File: src/rtl/npu_layer_sequencer_pkg.sv
`default_nettype none
//----------------------------------------------------------------------------
// npu_layer_sequencer_pkg - shared widths, layer entry type, FSM state. Rev 1.0
//----------------------------------------------------------------------------
package npu_layer_sequencer_pkg;

  localparam int W           = 8;
  localparam int K           = 3;
  localparam int C1_NB_TILE  = 3;
  localparam int C1_NB_TILEB = 2;
  localparam int C1_NB_TILEC = 2;
  localparam int C2_NB_TILE  = 2;
  localparam int C2_NB_TILEB = 3;
  localparam int C2_NB_TILEC = 1;

  localparam int CLOG2W = $clog2(W);
  localparam int CLOG2K = $clog2(K);
  // tile/ifmap/ofmap fields hold arv values up to 3
  localparam int CLOG2T = 2;
  localparam int CLOG2B = 2;
  localparam int CLOG2C = 2;

  localparam int NB_LAYERS_DEF = 4;
  localparam int CLOG2L        = $clog2(NB_LAYERS_DEF);

  typedef struct packed {
    logic [CLOG2K-1:0] ksize;
    logic [CLOG2W-1:0] ckgate;
    logic [CLOG2T-1:0] tile;
    logic [CLOG2B-1:0] ifmaps;
    logic [CLOG2C-1:0] ofmaps;
  } layer_cfg_t;

  typedef enum logic [1:0] {
    S_IDLE = 2'd0,
    S_LOAD = 2'd1,
    S_RUN  = 2'd2,
    S_DONE = 2'd3
  } seq_state_t;

  localparam layer_cfg_t c_entry0 = '{
    ksize : CLOG2K'(K - 1),
    ckgate: CLOG2W'(W - K),
    tile  : CLOG2T'(C1_NB_TILE - 1),
    ifmaps: CLOG2B'(C1_NB_TILEB - 1),
    ofmaps: CLOG2C'(C1_NB_TILEC - 1)
  };

  localparam layer_cfg_t c_entry1 = '{
    ksize : CLOG2K'(K - 1),
    ckgate: CLOG2W'(1),
    tile  : CLOG2T'(C2_NB_TILE - 1),
    ifmaps: CLOG2B'(C2_NB_TILEB - 1),
    ofmaps: CLOG2C'(C2_NB_TILEC - 1)
  };

endpackage
`default_nettype wire

File: src/rtl/npu_layer_sequencer_if.sv
`default_nettype none
//----------------------------------------------------------------------------
// npu_layer_sequencer_if - step handshake bus from sequencer to array. Rev 1.0
//----------------------------------------------------------------------------
interface npu_layer_sequencer_if #(
  parameter int CLOG2L = npu_layer_sequencer_pkg::CLOG2L
);
  import npu_layer_sequencer_pkg::*;

  logic              step_valid;
  logic              step_ready;
  logic [CLOG2L-1:0] step_layer;
  logic [CLOG2C-1:0] step_ofmap;
  logic [CLOG2B-1:0] step_ifmap;
  logic [CLOG2T-1:0] step_tile;
  logic              step_last;

  modport master (
    output step_valid, step_layer, step_ofmap, step_ifmap, step_tile, step_last,
    input  step_ready
  );

  modport slave (
    input  step_valid, step_layer, step_ofmap, step_ifmap, step_tile, step_last,
    output step_ready
  );

endinterface
`default_nettype wire

File: src/rtl/npu_layer_sequencer_loop_cnt.sv
`default_nettype none
//----------------------------------------------------------------------------
// npu_loop_cnt - arv-limited loop counter with wrap flag and carry out. Rev 1.0
//----------------------------------------------------------------------------
module npu_loop_cnt
  import npu_layer_sequencer_pkg::*;
#(
  parameter int WIDTH = 2
) (
  input  logic             clk,
  input  logic             rst_n,
  input  logic             clr,
  input  logic             inc,
  input  logic [WIDTH-1:0] limit,
  output logic [WIDTH-1:0] cnt,
  output logic             wrap,
  output logic             carry
);

  logic [WIDTH-1:0] r_cnt;

  assign cnt   = r_cnt;
  assign wrap  = (r_cnt == limit);
  assign carry = inc & wrap;

  always_ff @(posedge clk or negedge rst_n) begin
    if (!rst_n) begin
      r_cnt <= '0;
    end else if (clr) begin
      r_cnt <= '0;
    end else if (inc) begin
      r_cnt <= wrap ? '0 : r_cnt + 1'b1;
    end
  end

endmodule
`default_nettype wire

File: src/rtl/npu_layer_sequencer.sv
`default_nettype none
//----------------------------------------------------------------------------
// npu_layer_sequencer - layer config table and tile/ifmap/ofmap loop walker. Rev 1.0
//----------------------------------------------------------------------------
module npu_layer_sequencer
  import npu_layer_sequencer_pkg::*;
#(
  parameter  int NB_LAYERS = NB_LAYERS_DEF,
  localparam int CLOG2L    = $clog2(NB_LAYERS)
) (
  input  logic              clk,
  input  logic              rst_n,
  input  logic              cfg_we,
  input  logic [CLOG2L-1:0] cfg_layer,
  input  logic [CLOG2K-1:0] cfg_ksize,
  input  logic [CLOG2W-1:0] cfg_ckgate,
  input  logic [CLOG2T-1:0] cfg_tile,
  input  logic [CLOG2B-1:0] cfg_ifmaps,
  input  logic [CLOG2C-1:0] cfg_ofmaps,
  input  logic [CLOG2L-1:0] nb_layers,
  input  logic              start,
  input  logic              abort,
  output logic              busy,
  npu_layer_sequencer_if.master step,
  output logic [CLOG2W-1:0] arv_npu,
  output logic [CLOG2K-1:0] arv_ksize,
  output logic [CLOG2W-1:0] arv_ckgate,
  output logic              done
);

  seq_state_t        r_state, w_next;
  layer_cfg_t        r_table [NB_LAYERS];
  layer_cfg_t        r_cfg;
  logic [CLOG2L-1:0] r_layer_idx, r_nb_layers, w_nb_clamped;
  logic              w_cfg_ok, w_valid, w_adv, w_clr, w_layer_end;
  logic [CLOG2T-1:0] w_tile;
  logic [CLOG2B-1:0] w_ifmap;
  logic [CLOG2C-1:0] w_ofmap;
  logic              w_tile_wrap, w_if_wrap, w_of_wrap;
  logic              w_tile_carry, w_if_carry;

  // Range checks only exist when the table does not fill the index space
  generate
    if ((1 << CLOG2L) == NB_LAYERS) begin : g_pow2
      assign w_cfg_ok     = 1'b1;
      assign w_nb_clamped = nb_layers;
    end else begin : g_npow2
      assign w_cfg_ok     = (int'(cfg_layer) < NB_LAYERS);
      assign w_nb_clamped = (int'(nb_layers) < NB_LAYERS) ? nb_layers
                                                          : CLOG2L'(NB_LAYERS - 1);
    end
  endgenerate

  assign w_valid = (r_state == S_RUN);
  assign w_adv   = w_valid & step.step_ready & ~abort;
  assign w_clr   = (r_state == S_LOAD) | (w_valid & abort);

  npu_loop_cnt #(.WIDTH(CLOG2T)) u_tile (
    .clk(clk), .rst_n(rst_n), .clr(w_clr), .inc(w_adv), .limit(r_cfg.tile),
    .cnt(w_tile), .wrap(w_tile_wrap), .carry(w_tile_carry)
  );

  npu_loop_cnt #(.WIDTH(CLOG2B)) u_ifmap (
    .clk(clk), .rst_n(rst_n), .clr(w_clr), .inc(w_tile_carry), .limit(r_cfg.ifmaps),
    .cnt(w_ifmap), .wrap(w_if_wrap), .carry(w_if_carry)
  );

  // Carry out of the outermost loop is exactly "last step accepted"
  npu_loop_cnt #(.WIDTH(CLOG2C)) u_ofmap (
    .clk(clk), .rst_n(rst_n), .clr(w_clr), .inc(w_if_carry), .limit(r_cfg.ofmaps),
    .cnt(w_ofmap), .wrap(w_of_wrap), .carry(w_layer_end)
  );

  always_comb begin
    w_next = r_state;
    case (r_state)
      S_IDLE: if (start) w_next = S_LOAD;
      S_LOAD: w_next = abort ? S_IDLE : S_RUN;
      S_RUN: begin
        if (abort)
          w_next = S_IDLE;
        else if (w_layer_end)
          w_next = (r_layer_idx == r_nb_layers) ? S_DONE : S_LOAD;
      end
      S_DONE:  w_next = S_IDLE;
      default: w_next = S_IDLE;
    endcase
  end

  always_ff @(posedge clk or negedge rst_n) begin
    if (!rst_n) begin
      r_state     <= S_IDLE;
      r_layer_idx <= '0;
      r_nb_layers <= '0;
      r_cfg       <= '0;
    end else begin
      r_state <= w_next;
      case (r_state)
        S_IDLE: if (start) begin
          r_nb_layers <= w_nb_clamped;
          r_layer_idx <= '0;
        end
        S_LOAD: r_cfg <= r_table[r_layer_idx];
        S_RUN:  if (w_layer_end && (r_layer_idx != r_nb_layers))
          r_layer_idx <= r_layer_idx + 1'b1;
        default: ;
      endcase
    end
  end

  // A write coinciding with start commits on the same edge, so LOAD sees it
  always_ff @(posedge clk or negedge rst_n) begin
    if (!rst_n) begin
      for (int i = 0; i < NB_LAYERS; i++) r_table[i] <= '0;
      r_table[0] <= c_entry0;
      r_table[1] <= c_entry1;
    end else if ((r_state == S_IDLE) && cfg_we && w_cfg_ok) begin
      r_table[cfg_layer] <= '{ksize: cfg_ksize, ckgate: cfg_ckgate, tile: cfg_tile,
                              ifmaps: cfg_ifmaps, ofmaps: cfg_ofmaps};
    end
  end

  assign busy            = (r_state != S_IDLE);
  assign done            = (r_state == S_DONE);
  assign step.step_valid = w_valid;
  assign step.step_layer = r_layer_idx;
  assign step.step_ofmap = w_ofmap;
  assign step.step_ifmap = w_ifmap;
  assign step.step_tile  = w_tile;
  assign step.step_last  = w_valid & w_tile_wrap & w_if_wrap & w_of_wrap;
  assign arv_npu         = CLOG2W'(W - 1);
  assign arv_ksize       = r_cfg.ksize;
  assign arv_ckgate      = r_cfg.ckgate;

endmodule
`default_nettype wire

File: src/flat_wrapper.sv
// flat-port wrapper written by rule: the top's interface ports become plain ports
module npu_layer_sequencer_flat import npu_layer_sequencer_pkg::*;
#(
  parameter  int NB_LAYERS = NB_LAYERS_DEF,
  localparam int CLOG2L    = $clog2(NB_LAYERS)
)
  (clk, rst_n, cfg_we, cfg_layer, cfg_ksize, cfg_ckgate, cfg_tile, cfg_ifmaps, cfg_ofmaps, nb_layers, start, abort, busy, arv_npu, arv_ksize, arv_ckgate, done, step_step_valid, step_step_layer, step_step_ofmap, step_step_ifmap, step_step_tile, step_step_last, step_step_ready);
  npu_layer_sequencer_if step_i ();
  input  logic clk;
  input  logic rst_n;
  input  logic cfg_we;
  input  logic [CLOG2L-1:0] cfg_layer;
  input  logic [CLOG2K-1:0] cfg_ksize;
  input  logic [CLOG2W-1:0] cfg_ckgate;
  input  logic [CLOG2T-1:0] cfg_tile;
  input  logic [CLOG2B-1:0] cfg_ifmaps;
  input  logic [CLOG2C-1:0] cfg_ofmaps;
  input  logic [CLOG2L-1:0] nb_layers;
  input  logic start;
  input  logic abort;
  output logic busy;
  output logic [CLOG2W-1:0] arv_npu;
  output logic [CLOG2K-1:0] arv_ksize;
  output logic [CLOG2W-1:0] arv_ckgate;
  output logic done;
  output wire logic [$bits(step_i.step_valid)-1:0] step_step_valid;
  output wire logic [$bits(step_i.step_layer)-1:0] step_step_layer;
  output wire logic [$bits(step_i.step_ofmap)-1:0] step_step_ofmap;
  output wire logic [$bits(step_i.step_ifmap)-1:0] step_step_ifmap;
  output wire logic [$bits(step_i.step_tile)-1:0] step_step_tile;
  output wire logic [$bits(step_i.step_last)-1:0] step_step_last;
  input wire logic [$bits(step_i.step_ready)-1:0] step_step_ready;
  assign step_step_valid = step_i.step_valid;
  assign step_step_layer = step_i.step_layer;
  assign step_step_ofmap = step_i.step_ofmap;
  assign step_step_ifmap = step_i.step_ifmap;
  assign step_step_tile = step_i.step_tile;
  assign step_step_last = step_i.step_last;
  assign step_i.step_ready = step_step_ready;
  npu_layer_sequencer #(.NB_LAYERS(NB_LAYERS)) u_core (.clk(clk), .rst_n(rst_n), .cfg_we(cfg_we), .cfg_layer(cfg_layer), .cfg_ksize(cfg_ksize), .cfg_ckgate(cfg_ckgate), .cfg_tile(cfg_tile), .cfg_ifmaps(cfg_ifmaps), .cfg_ofmaps(cfg_ofmaps), .nb_layers(nb_layers), .start(start), .abort(abort), .busy(busy), .step(step_i), .arv_npu(arv_npu), .arv_ksize(arv_ksize), .arv_ckgate(arv_ckgate), .done(done));
endmodule
File: config.mk
export PLATFORM = sky130hd
export DESIGN_NAME = npu_layer_sequencer_flat
export DESIGN_NICKNAME = d
export VERILOG_FILES = /design/src/rtl/npu_layer_sequencer_pkg.sv /design/src/rtl/npu_layer_sequencer_if.sv /design/src/rtl/npu_layer_sequencer_loop_cnt.sv /design/src/rtl/npu_layer_sequencer.sv /design/src/flat_wrapper.sv
export SDC_FILE = /design/constraint.sdc
export NUM_CORES = 1
export LEC_CHECK = 0
export BUFFER_PORTS_ARGS = -buffer_cell sky130_fd_sc_hd__buf_2
export CAP_MARGIN = 20
export CORE_ASPECT_RATIO = 1.4
export CORE_MARGIN = 4
export CORE_UTILIZATION = 57
export CTS_BUF_LIST = sky130_fd_sc_hd__clkbuf_16
export DETAILED_ROUTE_END_ITERATION = 8
export GPL_ROUTABILITY_DRIVEN = 1
export MAX_ROUTING_LAYER = met4
export PLACE_DENSITY = 0.77
export SYNTH_ARGS = -nofsm -noshare
export SYNTH_HDL_FRONTEND = slang
export SYNTH_SLANG_ARGS = --single-unit
File: constraint.sdc
create_clock -name clk -period 2.05 [get_ports clk]
set_input_delay 0 -clock clk [delete_from_list [all_inputs] [get_ports clk]]
set_output_delay 0 -clock clk [all_outputs]
set_load 0.05 [all_outputs]
; ---- Word level (Yosys, flattened, before mapping)
; Cells that the tools add are included.
[op_classes]
n_eq_ne = 11
n_addsub = 4
order_cmp = 3
n_reduce_logical = 12
mux = 24
bitwise_logic = 13
[ops]
columns = op, count
row1 = 44-bit bitwise mux, 1
row2 = 11-bit 2-to-1 mux, 3
row3 = 2-bit 2-to-1 mux, 16
row4 = 11-bit binary-select mux with 2-bit select, 1
row5 = 11-bit demux with 2-bit select, 1
row6 = 2-bit nonzero test, 5
row7 = 1-bit bitwise AND, 9
row8 = "2-bit by 1-bit adder with 2-bit output, second input constant", 4
row9 = 2-bit equality test, 4
row10 = 2-bit one-hot mux with 4 select lines, 1
row11 = "3-bit greater-or-equal comparator, second input constant", 2
row12 = 2-bit inverter with 3-bit output, 2
row13 = "2-bit equality test, second input constant", 2
row14 = "2-bit inequality test, second input constant", 2
row15 = 2-bit one-hot mux with 2 select lines, 1
row16 = 2-bit AND reduction, 2
row17 = 1-bit logical AND, 3
row18 = "3-bit by 1-bit < comparator with 1-bit output, second input constant", 1
row19 = "3-bit inequality test, second input constant", 1
row20 = 3-bit AND reduction, 1
row21 = "2-bit by 1-bit equality test with 1-bit output, second input constant", 1
row22 = 2-bit zero test, 1
row23 = 2-bit inequality test, 1
row24 = 1-bit inverter, 1
row25 = 1-bit OR, 1
[word_totals]
word_cells = 98
in_bits = 21
regBits = 67
output_inout_bits = 20

; ---- Longest topological paths before layout
; Gate-level depths: netlist of run 1.
[logic_depth]
depth_word = 9
mapped_depth = 6
mapped_depth_nobuf = 5

; ---- Cells and area by module
; From an unflattened synthesis of run 1, not the netlist that was laid out.
[hier_totals]
hier_cells = 227
hier_area_um2 = 3238.1
[by_module_without_submodules]
columns = mod, cells_each, seq_area_each_um2, instances, area_per_inst_um2
row1 = npu_layer_sequencer, 182, 1539.0, 1, 2840.2
row2 = npu_loop_cnt, 15, 50.0, 3, 132.6

; ---- Worst setup path after synthesis of run 1
; No wires, ideal clock.
[synth_path]
path_kind = register -> output
start = register u_core.u_ifmap.r_cnt[0], in the netlist u_core.u_ifmap.cnt[0]
end = output step_step_last
slack_ns = -0.134
t_required_ns = 2.050
path_stages_with_launch = 4
t_arrival_ns = 2.184
cell_sequence = dfrtp_1 > xnor2_1 > nand4_1 > nor3_1
[synth_via]
elab_chain_cells = 3
[synth_lines]
columns = item, line
row1 = "start, declared", npu_layer_sequencer_loop_cnt.sv:20  ; logic [WIDTH-1:0] r_cnt;
row2 = "start signal, assigned", npu_layer_sequencer_loop_cnt.sv:32  ; r_cnt <= wrap ? '0 : r_cnt + 1'b1;
row3 = 2-bit equality test, npu_layer_sequencer_loop_cnt.sv:23  ; assign wrap = (r_cnt == limit);
row4 = 1-bit bitwise AND (2 in a row), npu_layer_sequencer.sv:130  ; assign step.step_last = w_valid & w_tile_wrap & w_if_wrap & w_of_wrap;
row5 = "end, declared", flat_wrapper.sv:31  ; output wire logic [$bits(step_i.step_last)-1:0] step_step_last;
; No other way between the ends.

; ---- Worst setup path in the final report of run 1
[layout_path]
start = register u_core.r_state[1]
end = register u_core.r_state[1]
[layout_via]
elab_chain_cells = 8
elab_cells_between_ends = 13
classes_between = eq/ne: 5 / mux: 1 / bitwise: 5 / reduce/logical: 2
[layout_lines]
columns = item, line
row1 = "start, declared", npu_layer_sequencer.sv:31  ; seq_state_t r_state, w_next;
row2 = "start signal, assigned", npu_layer_sequencer.sv:97  ; r_state <= w_next;
row3 = 2-bit equality test, "npu_layer_sequencer.sv:54, npu_layer_sequencer.sv:76"
row4 = 1-bit bitwise AND (2 in a row), npu_layer_sequencer.sv:55  ; assign w_adv = w_valid & step.step_ready & ~abort;
row5 = 1-bit bitwise AND (3 in a row), npu_layer_sequencer_loop_cnt.sv:24  ; assign carry = inc & wrap;
row6 = 3-bit inequality test (no source line), --
row7 = 2-bit AND reduction (no source line), --
; Parallel ways exist; a longest one is shown, timed or not.
; A chain may end at the register's enable or synchronous reset.

==> flow_summary.toml, run 1 <==
[synth]
synth_area_sq_um = 3210
synth_top_area_cell = "dfrtp_1"
yosysSeqAreaShare_pct = 52.5
ys_warn_count = 0
synth_ff_type = "dfrtp_1"
synth_seq_cells = 67
synth.distinct_cells = 43
syn_inst = 224
synth.top_cells.by_count = "57 x dfrtp_1, 57 x mux2_2, 12 x buf_4"
synth_edf_count = 0
synth.area.top_cells = "dfrtp_1 44%, mux2_2 20%, dfstp_2 8.2%, mux4_2 7.7%, buf_4 2.8%"
netlist.area_leader.share_pct = 44.4
postSynth.asyncResetShare_pct = 100
avgSynthCellArea_sq_um = 14.3

[timing]
fmax_ghz = 0.528
drv_slew = 0
layout_setup_ws_ns = 0.156
period_minus_slack_ns = 1.89
finalSetupTns_ns = 0
finalSetupViolations = 0
fin_worst_skew_ns = 0.00447
grt_setup_unrepaired = "false"
hold_viol = 0
period_share_pct = 92.4

[cts]
clockBufferDepth = 2
clk_latency_ns = 0.33
cts_buffers = 9
clkTransAtPathRegs_ns = 0.05
cts_tree = "yes"
cts_setup_buffers = 0
htreeDepth = 3
root_buffer = "clkbuf_16"
cts_sinks = 67

[die]
placementRows = 32
core_sq_um = 5490
fp.dieW_um = 71.5
die-area_sq_um = 6920
die_y_um = 96.9
start_util_pct = 58.6
num_io_pins = 41

[worst_setup_path]
crit_fanout = 8
crit_type = "register to register"
startpoint_type = "register"
end_kind = "register"
arrival_ns = 2.16
cp.required_ns = 2.31

[worst_hold_path]
hp-class = "input pin to register"

[drt]
via_per_inst = 5.82
drt-initial-drc-count = 84
drc = 0
wl_per_cell_um = 18.0
num_vias = 2085
dr.pass1.iters = 4
routed_wl_mm = 6.45
postRouteAntennaNets = 0

[finish]
area_growth_pct = 26.2
filler_cell_count = 359
nets = 306
multi_input_area_sq_um = 1450
seqCellArea_sq_um = 1690
num_antenna_cells = 0
final_util_pct = 74.0
drive_above_1_share_pct = 53.8

[placement]
place_ws_ns = 0.242
hpwl_mm = 4.39
numPortBuffers = 37
place.gp.congestion = 0.839

[flow_run]
cap_violations = 0

[global_route]
grt_use_total_pct = 21.8
grt_antenna_before_repair = 0
grt_pass1_vias = 2258
grt_max_degree = 34
grt_pass1_wl_mm = 11.4
overflow = 0

[status]
status = "finished, final reports clean"

[power]
power_density_nw_per_um2 = 1360
ir_drop_mv = 0.919
p_leak_nw = 1.75
worst paths after layout:
| kind | startpoint | endpoint | slack [ns] | cells after the start |
|---|---|---|---|---|
| max | u_core.r_state[1] | u_core.r_state[1] | 0.16 | 5 |
| min | step_step_ready | u_core.r_state[0] | 0.06 | 4 |
| max reg2reg | u_core.r_state[1] | u_core.r_state[1] | 0.16 | 5 |
| min reg2reg | u_core.arv_ksize[1] | u_core.arv_ksize[1] | 0.50 | 1 |
| max in group asynchronous | rst_n | u_core.r_table[38] | 1.28 | 3 |
| min in group asynchronous | rst_n | u_core.r_nb_layers[1] | 0.12 | 2 |
power breakdown:
part,switching [W],internal (W)
combinational,0.000732,0.000756
sequential,0.000307,0.00186
clock,0.000556,0.00131
total,0.00160,0.00393
metrics by stage:
step / power [W] / hold WS [ns] / std cells / cell area [sq um]
finish: 0.00552 / 0.0570 / 358 / 4060
global route: 0.00581 / 0.0813 / 358 / 4060
CTS: 0.00552 / 0.0434 / 358 / 4030
detailed placement: 0.00361 / -0.0694 / 325 / 3490
global placement: 0.00351 / -0.0734 / 325 / 3490
floorplan: 0.00330 / -0.296 / 226 / 3230
worst max-delay path, stage by stage, from the launching register on:
cell and delay [ns]:
dfrtp_1 0.44, or2b_1 0.31, inv_1 0.15, nor2_1 0.06
a311oi_1 0.27, dlygate4sd3_1 0.59
logic make-up after synthesis:
family | count (synthesis) | synth area share [%]
compound gates | 21 | 4.01
xor+xnor | 8 | 3.00
buf+inv | 19 | 3.74
flops | 67 | 52.5
mux | 69 | 28.0
other cells | 1 | 0.117
simple gates | 39 | 8.60
routing by layer:
layer	vias up	track usage, %	part of all wire, %
li1	947	-	-
met1	1092	26.4	41
met2	36	35.3	54
met3	10	4.78	3.4
met4	0	8.39	1.4
met5	-	-	0
cell usage in the layout (no fill, tap or decap), types with 4 or more instances in the layout:
cell           count
nand2_1            7
a21oi_1           11
clkbuf_16          9
dfrtp_1           57
buf_2             37
dlygate4sd3_1     17
mux2_2            57
xnor2_2            5
nor2_1             4
buf_4              9
dfstp_2           10
mux4_2            11
bufinv_16          4
state kept, by name, summed over array words and instances, names as in the netlist:
| register | flops |
|---|---|
| u_core.u_ifmap.cnt | 2 |
| u_core.arv_ckgate | 3 |
| u_core.u_ofmap.cnt | 2 |
| u_core.r_state | 2 |
| u_core.arv_ksize | 2 |
| u_core.r_nb_layers | 2 |
| u_core.u_tile.cnt | 2 |
| u_core.r_cfg | 6 |
| u_core.r_table | 44 |
| u_core.step.step_layer | 2 |
cell type report:
cell class | count | area share [%]
timing repair buffer | 65 | 11.4
clock inverter | 7 | 3.45
tap | 68 | 2.10
multi-input combinational | 140 | 35.7
clock buffer | 9 | 5.55
sequential | 67 | 41.6
inverter | 2 | 0.185
what timing repair did:
item / CTS / global route
endpoints found under the setup margin: 0 / 1
endpoints found under the hold margin: 106 / 0
hold buffers: 17 / 0
gates resized for setup: 0 / 4
Power figures use the tool's default switching activity.
==> run 2, diff against run 1 <==
Settings changed: BUFFER_PORTS_ARGS -buffer_cell sky130_fd_sc_hd__buf_2 to -buffer_cell sky130_fd_sc_hd__clkbuf_2, CELL_PAD_IN_SITES_DETAIL_PLACEMENT set to 0, CELL_PAD_IN_SITES_GLOBAL_PLACEMENT set to 1, CORE_UTILIZATION 57 to 47, PLACE_DENSITY 0.77 to 0.76.
==> flow_summary.toml, run 2 (synthesized netlist as in run 1, its figures left out) <==
[timing]
grt_setup_unrepaired = "false"
finalSetupTns_ns = 0
drv_slew = 0
hold_ws_ns = 0.0505
hold_viol = 0
finalSetupViolations = 0
fin_worst_skew_ns = 0.00544
period_minus_slack_ns = 1.88
period_share_pct = 91.6
fmax_ghz = 0.532

[die]
die_y_um = 106
die-area_sq_um = 8240
start_util_pct = 48.6
fp.dieW_um = 77.9
placementRows = 35
num_io_pins = 41
core_sq_um = 6610

[worst_setup_path]
end_kind = "register"
rr_endpoint = "u_core.r_state[1]"
cp.required_ns = 2.24
path_cells = "xnor2_1, nand4_1, nor2_1, a311oi_1, dlygate4sd3_1"
reg2reg_depth = 5
startpoint_type = "register"
crit_type = "register to register"
worstSetupStartpoint = "u_core.u_ofmap.cnt[1]"
cp_slowest_cell = "dlygate4sd3_1"
slowest_delay_ns = 0.57
arrival_ns = 2.07
crit_fanout = 4
rr_startpoint = "u_core.u_ofmap.cnt[1]"
regToRegSetupSlack_ns = 0.17

[finish]
filler_cell_count = 549
final_util_pct = 60.3
final_cell_mix = "57 x mux2_2, 57 x dfrtp_1, 37 x clkbuf_2, 17 x dlygate4sd3_1"
num_antenna_cells = 0
regMostFlops = "u_core.r_table"
seqCellArea_sq_um = 1690
largest_register_ffs = 44
multi_input_area_sq_um = 1430
area_growth_pct = 24.1
nets = 305
drive_above_1_share_pct = 52.6

[worst_hold_path]
hp-start = "step_step_ready"
hold_depth = 4
hold_end = "u_core.r_state[0]"
hp-class = "input pin to register"

[power]
p_comb_share_pct = 28.6
ir_drop_mv = 0.824
p_seq_share_pct = 42.2
total_power_w = 0.00509
p_int_w = 0.00354
power_density_nw_per_um2 = 1270
p_leak_nw = 1.70
swShare_pct = 30.4
switching_power_w = 0.00154
p_clk_share_pct = 29.2

[global_route]
grt_max_degree = 68
met1_usage_pct = 20.2
gr-max-usage-layer = "met2"
grt_use_met3_pct = 5.21
grt_pass1_wl_mm = 10.5
overflow = 0
grt_antenna_before_repair = 0
grt_use_total_pct = 17.1
met2_usage_pct = 28.2
grt_pass1_vias = 2097

[cts]
htreeDepth = 3
cts_buffers = 9
cts_tree = "yes"
clockBufferDepth = 2
clkTransAtPathRegs_ns = 0.06
clk_latency_ns = 0.32
cts_sinks = 67
root_buffer = "clkbuf_16"

[placement]
hpwl_mm = 4.10
place.gp.congestion = 0.816
numPortBuffers = 37

[drt]
drc = 0
routed_wl_mm = 6.14
wl_per_cell_um = 16.1
num_vias = 1980
via_per_inst = 5.20
postRouteAntennaNets = 0
dr.pass1.iters = 4
drt-initial-drc-count = 70

[status]
status = "finished, final reports clean"

[flow_run]
cap_violations = 0
run 2: cell types whose count changed in the layout (fill, tap and decap cells not counted), sizes merged:
cell	previous run	this run
inv	4	3
clkbuf	9	46
clkinvlp	1	2
buf	48	10
clkinv	0	3
bufinv	4	1
run 2: power by group through the flow:
stage	Clock [W]	Combinational, W	Sequential, W
2_1_floorplan	0	0.00121	0.00209
3_3_place_gp	0	0.00139	0.00213
3_5_place_dp	0	0.00142	0.00216
4_1_cts	0.00152	0.00145	0.00214
5_1_grt	0.00159	0.00159	0.00221
6_report	0.00148	0.00146	0.00215
run 2: layout make-up:
cell class / instances / share of cell area [%]
flip-flops and latches: 67 / 42.3
clock buffers: 9 / 5.64
well taps: 92 / 2.88
multi-input cells: 140 / 35.9
repair buffers: 64 / 11.3
inverters: 2 / 0.188
clock inverters: 7 / 1.76
run 2: routing by layer:
metal	vias up	part of all wire, %
met5	-	0
met4	0	0.55
met3	2	3.5
met2	31	53
met1	1015	43
li1	932	-
run 2: worst max-delay path, delay by kind of cell (launching register included):
family                 cells  cell delay, ns
flip-flops                 1            0.41
AO/OA/AOI/OAI              1            0.10
buffers and inverters      1            0.57
AND/OR/NAND/NOR            2            0.40
XOR/XNOR                   1            0.28
run 2: metrics by stage:
step / cells / instance area, sq um / setup WS [ns]
final: 381 / 3990 / 0.172
after detailed placement: 348 / 3500 / 0.361
after global placement: 348 / 3500 / 0.373
after global routing: 381 / 3990 / 0.0168
after CTS: 381 / 3970 / 0.131
after floorplan: 226 / 3230 / 0.114
run 2: how the worst max path moves through the flow:
stage,slack (ns),to,cells after the start
6_report,0.17,u_core.r_state[1],5
5_1_grt,0.02,u_core.r_state[1],5
4_1_cts,0.13,u_core.r_state[1],6
3_5_place_dp,0.36,u_core.r_table[15],5
3_3_place_gp,0.37,u_core.r_table[12],5
2_1_floorplan,0.11,u_core.arv_ckgate[1],4
run 2: timing repair:
item | in CTS | in global routing
buffers inserted | 0 | 0
endpoints found under the hold margin | 107 | 0
gates resized for setup | 0 | 4
hold buffers | 17 | 0
setup endpoints to repair | 0 | 1
==> run 3, diff against run 2 <==
Clock period 2.05 ns to 1.9 ns, I/O delays scaled along.
==> flow_summary.toml, run 3 (synthesized netlist as in run 1, its figures left out) <==
[finish]
drive_above_1_share_pct = 53.4
layout_commonest_cell = "mux2_2"
largest_register_ffs = 44
instances_no_fill = 384
num_antenna_cells = 0
final_cell_mix = "57 x mux2_2, 55 x dfrtp_1, 37 x clkbuf_2, 17 x dlygate4sd3_1"
regMostFlops = "u_core.r_table"
nets = 308
area_growth_pct = 24.6
filler_cell_count = 528

[placement]
placed_cells = 351
place.gp.congestion = 0.803
hpwl_mm = 4.26
numPortBuffers = 37

[worst_setup_path]
rr_endpoint = "u_core.r_state[0]"
end_kind = "output port"
worstSetupStartpoint = "u_core.u_ifmap.cnt[0]"
arrival_ns = 1.74
crit_fanout = 6
reg2reg_depth = 4
regToRegSetupSlack_ns = 0.21
rr_startpoint = "u_core.u_ifmap.cnt[0]"
crit_type = "register to output port"
cp.required_ns = 1.90
startpoint_type = "register"
crit_path_end = "step_step_last"

[timing]
period_minus_slack_ns = 1.74
finalSetupViolations = 0
fin_worst_skew_ns = 0.00565
finalSetupTns_ns = 0
period_share_pct = 91.8
drv_slew = 0
grt_setup_unrepaired = "false"
fmax_ghz = 0.573
hold_viol = 0

[global_route]
gr-max-usage-layer = "met2"
grt_pass1_wl_mm = 10.5
grt_use_total_pct = 17.2
grt_pass1_vias = 2077
grt_antenna_before_repair = 0
met2_usage_pct = 26.2
grt_use_met3_pct = 3.68
overflow = 0
grt_max_degree = 68
met1_usage_pct = 21.9

[drt]
postRouteAntennaNets = 0
wl_per_cell_um = 16.2
drt-initial-drc-count = 87
routed_wl_mm = 6.21
num_vias = 2001
via_per_inst = 5.21
drc = 0
dr.pass1.iters = 4

[power]
switching_power_w = 0.00165
p_comb_share_pct = 28.6
p_clk_share_pct = 29.3
p_leak_nw = 1.70
p_seq_share_pct = 42.0
total_power_w = 0.00546
p_int_w = 0.00381
swShare_pct = 30.2
power_density_nw_per_um2 = 1360
ir_drop_mv = 0.731

[flow_run]
cap_violations = 0

[cts]
htreeDepth = 3
clkTransAtPathRegs_ns = 0.06
clockBufferDepth = 2
clk_latency_ns = 0.32
cts_buffers = 9
cts_tree = "yes"
cts_setup_buffers = 0
root_buffer = "clkbuf_16"
cts_sinks = 67

[worst_hold_path]
hp-start = "cfg_layer[1]"
hp-class = "input pin to register"

[die]
fp.dieW_um = 77.9
core_sq_um = 6610
die-area_sq_um = 8240
die_y_um = 106
num_io_pins = 41
start_util_pct = 48.6
placementRows = 35

[status]
status = "finished, final reports clean"
==> run 3: layout make-up <==
cell class / instances / area (sq um) / area share, %
clock buffer: 9 / 225 / 5.63
clock inverter: 7 / 68.8 / 1.72
inverter: 2 / 7.51 / 0.188
multi-input combinational: 140 / 1420 / 35.4
sequential: 67 / 1690 / 42.2
tap: 92 / 115 / 2.87
timing repair buffer: 67 / 478 / 11.9
==> run 3: critical path: stages (launching register included) <==
cell	delay, ns
dfrtp_1	0.43
xnor2_1	0.29
nand4_1	0.22
nor3_2	0.19
clkbuf_2	0.30
==> run 3: power groups by stage <==
stage	registers, W	clock network (W)	logic (W)
CTS	0.00230	0.00165	0.00158
finish	0.00230	0.00160	0.00156
global placement	0.00230	0	0.00152
detailed placement	0.00232	0	0.00154
floorplan	0.00226	0	0.00130
global route	0.00235	0.00172	0.00170
==> run 3: worst min-delay path by stage <==
stage / cells after the start / to / slack (ns)
2_1_floorplan: 0 / u_core.arv_ckgate[0] / -0.30
3_3_place_gp: 2 / u_core.r_state[1] / 0.06
3_5_place_dp: 2 / u_core.r_nb_layers[1] / 0.05
4_1_cts: 4 / u_core.r_table[9] / 0.20
5_1_grt: 4 / u_core.r_table[8] / 0.21
6_report: 4 / u_core.r_table[9] / 0.20
==> run 3: through the flow <==
stage          instance area (sq um)  setup WS (ns)  util, %  hold slack [ns]
2_1_floorplan                   3230         0.0887        -           -0.296
3_3_place_gp                    3540          0.217     53.5           0.0564
3_5_place_dp                    3540          0.198     53.5           0.0528
4_1_cts                         4000          0.118     60.5            0.197
5_1_grt                         4000         0.0173     60.5            0.210
6_report                        4000          0.156     60.5            0.202
==> run 3: repair_timing <==
item	in CTS	in global routing
endpoints found under the hold margin	111	0
hold buffers	17	0
resized for setup	0	0
==> run 3: metal layers <==
| metal | vias up | wire, um |
|---|---|---|
| li1 | 953 | - |
| met1 | 1014 | 2870 |
| met5 | - | 0 |
| met2 | 29 | 3110 |
| met4 | 0 | 82 |
| met3 | 5 | 155 |
